**src/rtl/axi_lite_decoder_n.sv**
```systemverilog
// AXI4-Lite 1:N address decoder with independent single-outstanding write and read engines.
// The upstream request is registered, decoded against the window table, and forwarded to one downstream port.
module axi_lite_decoder_n #(
    parameter int                          NUM_MASTERS = 2,
    parameter logic [NUM_MASTERS*32-1:0]   BASE_ADDR   = {32'h0001_0000, 32'h0000_0000},
    parameter logic [NUM_MASTERS*32-1:0]   ADDR_MASK   = {32'hFFFF_F000, 32'hFFFF_0000},
    parameter bit                          STRIP_BASE  = 1'b0
) (
    input  logic                       axi_aclk,
    input  logic                       axi_areset,
    input  logic                       s_axi_awvalid,
    output logic                       s_axi_awready,
    input  logic [31:0]                s_axi_awaddr,
    input  logic [2:0]                 s_axi_awprot,
    input  logic                       s_axi_wvalid,
    output logic                       s_axi_wready,
    input  logic [31:0]                s_axi_wdata,
    input  logic [3:0]                 s_axi_wstrb,
    output logic                       s_axi_bvalid,
    input  logic                       s_axi_bready,
    output logic [1:0]                 s_axi_bresp,
    input  logic                       s_axi_arvalid,
    output logic                       s_axi_arready,
    input  logic [31:0]                s_axi_araddr,
    input  logic [2:0]                 s_axi_arprot,
    output logic                       s_axi_rvalid,
    input  logic                       s_axi_rready,
    output logic [31:0]                s_axi_rdata,
    output logic [1:0]                 s_axi_rresp,
    output logic [NUM_MASTERS-1:0]     m_axi_awvalid,
    input  logic [NUM_MASTERS-1:0]     m_axi_awready,
    output logic [NUM_MASTERS*32-1:0]  m_axi_awaddr,
    output logic [NUM_MASTERS*3-1:0]   m_axi_awprot,
    output logic [NUM_MASTERS-1:0]     m_axi_wvalid,
    input  logic [NUM_MASTERS-1:0]     m_axi_wready,
    output logic [NUM_MASTERS*32-1:0]  m_axi_wdata,
    output logic [NUM_MASTERS*4-1:0]   m_axi_wstrb,
    input  logic [NUM_MASTERS-1:0]     m_axi_bvalid,
    output logic [NUM_MASTERS-1:0]     m_axi_bready,
    input  logic [NUM_MASTERS*2-1:0]   m_axi_bresp,
    output logic [NUM_MASTERS-1:0]     m_axi_arvalid,
    input  logic [NUM_MASTERS-1:0]     m_axi_arready,
    output logic [NUM_MASTERS*32-1:0]  m_axi_araddr,
    output logic [NUM_MASTERS*3-1:0]   m_axi_arprot,
    input  logic [NUM_MASTERS-1:0]     m_axi_rvalid,
    output logic [NUM_MASTERS-1:0]     m_axi_rready,
    input  logic [NUM_MASTERS*32-1:0]  m_axi_rdata,
    input  logic [NUM_MASTERS*2-1:0]   m_axi_rresp
);
    localparam int IDX_W = (NUM_MASTERS > 1) ? $clog2(NUM_MASTERS) : 1;

    typedef enum logic [2:0] {W_IDLE, W_CAPTURE, W_FWD, W_WAIT, W_RESP} wstate_t;
    typedef enum logic [1:0] {R_IDLE, R_FWD, R_WAIT, R_RESP} rstate_t;

    // Returns {hit, index}; scanning downwards lets the lowest matching window win.
    function automatic logic [IDX_W:0] decode(input logic [31:0] addr);
        logic [IDX_W:0] res;
        res = '0;
        for (int i = NUM_MASTERS - 1; i >= 0; i--) begin
            if ((addr & ADDR_MASK[i*32 +: 32]) == BASE_ADDR[i*32 +: 32])
                res = {1'b1, IDX_W'(i)};
        end
        return res;
    endfunction

    wstate_t          w_state;
    rstate_t          r_state;
    logic             aw_got, w_got, w_hit;
    logic [IDX_W-1:0] w_sel, r_sel;
    logic [31:0]      aw_addr, ar_addr, w_data;
    logic [2:0]       aw_prot, ar_prot;
    logic [3:0]       w_strb;
    logic             awvalid_r, wvalid_r, bready_r, arvalid_r, rready_r;
    logic [IDX_W:0]   aw_dec, ar_dec;
    logic             aw_hs, w_hs, ar_hs, aw_hit_now;

    assign aw_dec = decode(s_axi_awaddr);
    assign ar_dec = decode(s_axi_araddr);

    assign s_axi_awready = !axi_areset && (w_state == W_IDLE || w_state == W_CAPTURE) && !aw_got;
    assign s_axi_wready  = !axi_areset && (w_state == W_IDLE || w_state == W_CAPTURE) && !w_got;
    assign s_axi_arready = !axi_areset && (r_state == R_IDLE);

    assign aw_hs      = s_axi_awvalid && s_axi_awready;
    assign w_hs       = s_axi_wvalid && s_axi_wready;
    assign ar_hs      = s_axi_arvalid && s_axi_arready;
    assign aw_hit_now = aw_got ? w_hit : aw_dec[IDX_W];

    always_ff @(posedge axi_aclk) begin
        if (axi_areset) begin
            w_state      <= W_IDLE;
            aw_got       <= 1'b0;
            w_got        <= 1'b0;
            w_hit        <= 1'b0;
            w_sel        <= '0;
            aw_addr      <= '0;
            awvalid_r    <= 1'b0;
            wvalid_r     <= 1'b0;
            bready_r     <= 1'b0;
            s_axi_bvalid <= 1'b0;
            s_axi_bresp  <= 2'b00;
        end else begin
            case (w_state)
                W_IDLE, W_CAPTURE: begin
                    if (aw_hs) begin
                        aw_got  <= 1'b1;
                        aw_addr <= s_axi_awaddr;
                        w_hit   <= aw_dec[IDX_W];
                        w_sel   <= aw_dec[IDX_W-1:0];
                    end
                    if (w_hs)
                        w_got <= 1'b1;
                    if ((aw_got || aw_hs) && (w_got || w_hs)) begin
                        aw_got <= 1'b0;
                        w_got  <= 1'b0;
                        if (aw_hit_now) begin
                            w_state   <= W_FWD;
                            awvalid_r <= 1'b1;
                            wvalid_r  <= 1'b1;
                        end else begin
                            // Unmapped: answer DECERR locally, nothing goes downstream.
                            w_state      <= W_RESP;
                            s_axi_bvalid <= 1'b1;
                            s_axi_bresp  <= 2'b11;
                        end
                    end else if (aw_hs || w_hs) begin
                        w_state <= W_CAPTURE;
                    end
                end
                W_FWD: begin
                    if (m_axi_awready[w_sel])
                        awvalid_r <= 1'b0;
                    if (m_axi_wready[w_sel])
                        wvalid_r <= 1'b0;
                    if ((!awvalid_r || m_axi_awready[w_sel]) && (!wvalid_r || m_axi_wready[w_sel])) begin
                        w_state  <= W_WAIT;
                        bready_r <= 1'b1;
                    end
                end
                W_WAIT: begin
                    if (m_axi_bvalid[w_sel]) begin
                        w_state      <= W_RESP;
                        bready_r     <= 1'b0;
                        s_axi_bvalid <= 1'b1;
                        s_axi_bresp  <= m_axi_bresp[w_sel*2 +: 2];
                    end
                end
                W_RESP: begin
                    if (s_axi_bready) begin
                        w_state      <= W_IDLE;
                        s_axi_bvalid <= 1'b0;
                    end
                end
                default: w_state <= W_IDLE;
            endcase
        end
    end

    always_ff @(posedge axi_aclk) begin
        if (axi_areset) begin
            r_state      <= R_IDLE;
            r_sel        <= '0;
            ar_addr      <= '0;
            arvalid_r    <= 1'b0;
            rready_r     <= 1'b0;
            s_axi_rvalid <= 1'b0;
            s_axi_rresp  <= 2'b00;
            s_axi_rdata  <= '0;
        end else begin
            case (r_state)
                R_IDLE: begin
                    if (ar_hs) begin
                        ar_addr <= s_axi_araddr;
                        r_sel   <= ar_dec[IDX_W-1:0];
                        if (ar_dec[IDX_W]) begin
                            r_state   <= R_FWD;
                            arvalid_r <= 1'b1;
                        end else begin
                            r_state      <= R_RESP;
                            s_axi_rvalid <= 1'b1;
                            s_axi_rresp  <= 2'b11;
                            s_axi_rdata  <= '0;
                        end
                    end
                end
                R_FWD: begin
                    if (m_axi_arready[r_sel]) begin
                        r_state   <= R_WAIT;
                        arvalid_r <= 1'b0;
                        rready_r  <= 1'b1;
                    end
                end
                R_WAIT: begin
                    if (m_axi_rvalid[r_sel]) begin
                        r_state      <= R_RESP;
                        rready_r     <= 1'b0;
                        s_axi_rvalid <= 1'b1;
                        s_axi_rresp  <= m_axi_rresp[r_sel*2 +: 2];
                        s_axi_rdata  <= m_axi_rdata[r_sel*32 +: 32];
                    end
                end
                R_RESP: begin
                    if (s_axi_rready) begin
                        r_state      <= R_IDLE;
                        s_axi_rvalid <= 1'b0;
                    end
                end
                default: r_state <= R_IDLE;
            endcase
        end
    end

    // Payload fields are qualified by the valids, so they carry no reset.
    always_ff @(posedge axi_aclk) begin
        if (aw_hs)
            aw_prot <= s_axi_awprot;
        if (w_hs) begin
            w_data <= s_axi_wdata;
            w_strb <= s_axi_wstrb;
        end
        if (ar_hs)
            ar_prot <= s_axi_arprot;
    end

    assign m_axi_awprot = {NUM_MASTERS{aw_prot}};
    assign m_axi_wdata  = {NUM_MASTERS{w_data}};
    assign m_axi_wstrb  = {NUM_MASTERS{w_strb}};
    assign m_axi_arprot = {NUM_MASTERS{ar_prot}};

    for (genvar i = 0; i < NUM_MASTERS; i++) begin : g_port
        assign m_axi_awvalid[i] = awvalid_r && (w_sel == IDX_W'(i));
        assign m_axi_wvalid[i]  = wvalid_r  && (w_sel == IDX_W'(i));
        assign m_axi_bready[i]  = bready_r  && (w_sel == IDX_W'(i));
        assign m_axi_arvalid[i] = arvalid_r && (r_sel == IDX_W'(i));
        assign m_axi_rready[i]  = rready_r  && (r_sel == IDX_W'(i));
        assign m_axi_awaddr[i*32 +: 32] = STRIP_BASE ? (aw_addr & ~ADDR_MASK[i*32 +: 32]) : aw_addr;
        assign m_axi_araddr[i*32 +: 32] = STRIP_BASE ? (ar_addr & ~ADDR_MASK[i*32 +: 32]) : ar_addr;
    end

endmodule
```
**config.mk**
```make
export PLATFORM = sky130hd
export DESIGN_NAME = axi_lite_decoder_n
export DESIGN_NICKNAME = d
export VERILOG_FILES = /design/src/rtl/axi_lite_decoder_n.sv
export SDC_FILE = /design/constraint.sdc
export NUM_CORES = 1
export LEC_CHECK = 0
export CORE_AREA = 2 2 176 178
export CTS_CLUSTER_SIZE = 40
export DETAILED_ROUTE_END_ITERATION = 10
export DIE_AREA = 0 0 178 180
export SLEW_MARGIN = 5
export SYNTH_ARGS = -nofsm -noshare
export SYNTH_HDL_FRONTEND = slang
export SYNTH_SLANG_ARGS = --single-unit
export TNS_END_PERCENT = 100
```
**constraint.sdc**
```tcl
create_clock -name axi_aclk -period 5.9 [get_ports axi_aclk]
set_input_delay 1.18 -clock axi_aclk [delete_from_list [all_inputs] [get_ports axi_aclk]]
set_output_delay 1.18 -clock axi_aclk [all_outputs]
set_load 0.02 [all_outputs]
```
; Yosys cells after proc, flatten, opt, wreduce, memory -nomap -nowiden
; Cells that the tools add are included.
; Widths: inputs -> output; s select.
[totals]
out_inout_bits = 263
regBits = 159
[op_classes]
eq_ne = 24
mux = 70
bitwise_logic = 2
reduce_logical = 60
n_shift = 3
n_lt_le_gt_ge = 2
[op_table]
columns = operator, n
row1 = $mux 32, 3
row2 = $logic_not 32->1, 2
row3 = $pmux 32 s2, 1
row4 = $shiftx 64x7->32, 1
row5 = $eq 20x5->1 const B, 2
row6 = $mux 1, 34
row7 = $mux 2, 15
row8 = $ne 2x2->1 const B, 14
row9 = $reduce_and 4->1, 7
row10 = $logic_and 1x1->1, 19
row11 = $mux 3, 6
row12 = $reduce_bool 2->1, 8
row13 = $pmux 3 s4, 1
row14 = $pmux 1 s2, 5
row15 = $reduce_and 5->1, 2
row16 = $pmux 2 s2, 2
row17 = $pmux 2 s4, 1
row18 = $reduce_and 2->1, 4
row19 = $shiftx 4x3->2, 2
row20 = $eq 3x2->1 const B, 2
row21 = $logic_or 1x1->1, 6
row22 = $pmux 1 s3, 2
row23 = $reduce_and 3->1, 2
row24 = $reduce_bool 3->1, 2
row25 = 11 further kinds, 18

; Logic depth before layout (Yosys ltp)
[depth]
word_depth = 9
mapped_depth = 9

; Worst setup path before layout
; No wires, ideal clock.
[synth_timing]
path_kind = input port to flip-flop
start = input port axi_areset
end = register w_data[0] (enable)
n_path_buf = 1
cell_stages = 4
required_time_ns = 5.503
setup_slack_ns = 2.574
arrival_ns = 2.930
setup_time_ns = 0.397
cell_sequence = buf_6 -> or3_1 -> nor2_1 -> and2_1
[synth_between]
elab_chain_cells = 4
[synth_lines]
columns = element, line_no
row1 = start: declaration, 10  ; input logic axi_areset,
row2 = $logic_not 1->1, 81  ; assign s_axi_wready = !axi_areset && (w_state == W_IDLE || w_state == W_CAPTURE) && !w_got;
row3 = $logic_and 1x1->1 (2 in series), 81
row4 = via s_axi_wready, 16  ; output logic s_axi_wready,
row5 = $logic_and 1x1->1, 85  ; assign w_hs = s_axi_wvalid && s_axi_wready;
row6 = via w_hs, 75  ; logic aw_hs, w_hs, ar_hs, aw_hit_now;
row7 = end signal: assignment, 218  ; w_data <= s_axi_wdata;
row8 = end: declaration, 70  ; logic [31:0] aw_addr, ar_addr, w_data;
; The timed path passes the listed nets, and every way through them passes these cells.
; A chain may end at the register's enable or synchronous reset.

; Final worst setup path
[layout_timing]
start = input port axi_areset
end = output port s_axi_wready
[layout_between]
elab_chain_cells = 3
[layout_lines]
columns = element, line_no
row1 = $logic_not 1->1, 81
row2 = $logic_and 1x1->1 (2 in series), 81
row3 = end: declaration, 16
; No other way between the ends.

==> impl_results.md <==
- Pre-antenna DRT Iters: 5
- CP Cell Sequence: buf_4, or3_1, nor2_1, clkdlybuf4s50_1
- Synth Flop Type: dfxtp_1
- Synth warnings: 0
- GRT Total Usage: 16.0%
- First-pass GRT wire length: 38700 µm
- Core area: 30200 µm²
- Fillers: 3027
- Most frequent cells in the layout: 456 x clkdlybuf4s50_1, 143 x nand2_1, 116 x dfxtp_1
- Nets: 1288
- Critical Path Start Type: input port
- Fmax achieved: 271 MHz
- Min Hold Slack: 462 ps
- H-tree levels: 4
- Post-Route WL: 26300 µm
- Final GP Congestion: 0.790
- Port Buffers: 457
- TNS Setup: 0 ps
- Initial antenna violation count: 4
- Relative slew slack: 30.6%
- DR WL/cell: 17.6 µm
- Initial Util: 24.5%
- Worst skew pair latency: 420 ps
- Count of cell types in the netlist: 55
- Worst Clk Skew: 13.3 ps
- Via Count: 6490
- Ys async rst share: 0%
- Vias in the first global route: 6524
- # clock sinks: 159
- CTS tree: done
- Leakage power: 0.00431 µW
- Status: finished, final reports clean
- Final Power: 3440 µW
- DIE HEIGHT: 180 µm
- Post-CTS Resized: 0
- Post-synth EDFFs: 42
- CTS buffer count: 17
- Setup Crit Path Kind: input port to primary output
- Maxcap violations: 0
- # setup viols final: 0
- Cell count after synthesis: 751
- Largest net degree at the start of global routing: 77
- Via density: 4.33
- Max Root-Sink Buffers: 2
- Final hold violation count: 0
- Layout cells sized above 1: 11.1%
- Clock slew at reported path FFs: 60 ps
- Setup Buffers After CTS: 0
- Iteration-0 DRC count of the detailed router: 209
- GRT overflow: 0
- Final worst-path cycle share: 62.5%
- HP Class: flop to flop
- Mean Syn Cell Area: 9.84 µm²
- Worst endpoint required time: 4720 ps
- Arrival time at the worst endpoint: 2510 ps
- Min Tclk post-route: 3690 ps
- Slowest Stage Delay on Critical Path: 640 ps
- CP Capture Type: primary output
- Clk root buf: clkbuf_16
- Register area share after synthesis: 48.7%
- Die width: 178 µm
- DRC errors left: 0
- Worst Path Buf+Inv: 2
- Commonest non-fill, non-tap cell in the layout: clkdlybuf4s50_1
- Post-synthesis register bit count: 159
- CP top delay family: buffers and inverters
- HPWL Detailed: 20700 µm
- CP max stage cell: clkdlybuf4s50_1
- ANT nets after route: 0
- Mapped cell area: 7390 µm²
- Layout area overhead: 62.9%
- Row count: 64
- Worst Max-Slew Pin Slew: 1030 ps
- CTS Hold Buffers Added: 0
- PwrDens: 286 nW/µm²
- Final Max Tran Viols: 0
- Peak supply drop: 0.000180 V
- RSZ-0062 raised after global routing: false
- Synth Net Count: 951
- Die area: 32000 µm²
- Crit Path Max Fanout: 14
- Number of I/O pins: 458
==> cell type report <==
cell class                      instances  area (µm²)  area share [%]
Clock inverter                         15         135            1.12
Clock buffer                           17         425            3.53
Tap cell                              396         495            4.11
Timing Repair Buffer                  464        4620            38.4
Antenna cell                            3        7.51          0.0623
Sequential cell                       159        3600            29.9
Multi-Input combinational cell        432        2690            22.4
Inverter                               14        55.1           0.457
==> through the flow <==
step	util, %	cells	setup WS (ps)	area, µm²
after floorplan	-	751	2570	7390
after global placement	38.0	1465	2090	11500
after detailed placement	38.0	1465	2070	11500
after CTS	39.9	1497	2190	12000
after global routing	39.9	1499	2140	12000
final	39.9	1500	2210	12000
==> cells by family (layout without fill, tap and decap cells) <==
logic type	count (synthesis)	in the layout	share of synthesized area, %
AOI/OAI and AO/OA	110	110	12.6
muxes	41	41	6.09
DFF	159	159	48.7
adders and majority gates	5	5	0.846
other	0	3	0
and+or+nand+nor	276	276	16.9
buffers and inverters	160	510	14.8
==> per-layer routing <==
layer / global-route usage (%) / up-vias / routed length, µm
met4: 4.85 / 0 / 408
met5: 0 / - / 0
met2: 30.8 / 282 / 14300
met3: 3.53 / 18 / 1850
met1: 17.1 / 3047 / 9730
li1: - / 3143 / -
==> path summary, 6_finish.rpt <==
kind	cells past startpoint	start	slack, ps	to
worst min-delay path	2	s_axi_rresp[0]$_SDFFE_PP0P_	460	s_axi_rresp[0]$_SDFFE_PP0P_
worst max-delay path	4	axi_areset	2210	s_axi_wready
worst min register to register	2	s_axi_rresp[0]$_SDFFE_PP0P_	460	s_axi_rresp[0]$_SDFFE_PP0P_
worst max register to register	6	r_sel$_SDFFE_PP0P_	3010	s_axi_rdata[0]$_SDFFE_PP0P_
==> Yosys cell counts, types with 2 or more instances <==
cell | number | share of area, %
nor4_2 | 3 | 0.51
nor3_1 | 6 | 0.41
a221oi_2 | 4 | 0.81
o211ai_1 | 3 | 0.30
buf_4 | 106 | 11
edfxtp_1 | 42 | 17
nor4_1 | 5 | 0.42
nor2b_1 | 12 | 1.0
nand2_1 | 143 | 7.3
a31oi_1 | 2 | 0.17
nor2_1 | 44 | 2.2
or3_1 | 3 | 0.25
buf_2 | 4 | 0.27
o221ai_1 | 2 | 0.24
a21oi_1 | 48 | 3.2
buf_6 | 12 | 1.8
nand4_1 | 3 | 0.25
nand2b_1 | 5 | 0.42
clkinv_1 | 2 | 0.10
mux2i_1 | 9 | 1.2
and2_1 | 8 | 0.68
ha_1 | 5 | 0.85
a211oi_1 | 3 | 0.30
a22oi_1 | 4 | 0.41
clkbuf_1 | 23 | 1.2
mux2_2 | 32 | 4.9
nand3_1 | 33 | 2.2
a22oi_2 | 32 | 5.4
inv_1 | 11 | 0.56
dfxtp_1 | 117 | 32
==> registers in the layout, indices dropped and copies added (netlist names), 2 cells and up <==
signal,count
r_state,2
s_axi_bresp,2
s_axi_rresp,2
w_state,3
ar_addr,32
s_axi_rdata,32
ar_prot,3
aw_addr,32
w_data,32
w_strb,4
aw_prot,3
==> power breakdown <==
group	internal, µW	total (µW)	switching, µW
clock	553	1050	500
combinational	515	1060	542
sequential	1230	1330	95.0
==> worst min-delay path, delay by kind of cell (launching register included) <==
kind | cells | cell delay [ps]
AOI/OAI and AO/OA | 1 | 50
DFF | 1 | 310
buffers and inverters | 1 | 60
Power figures use the tool's default switching activity.
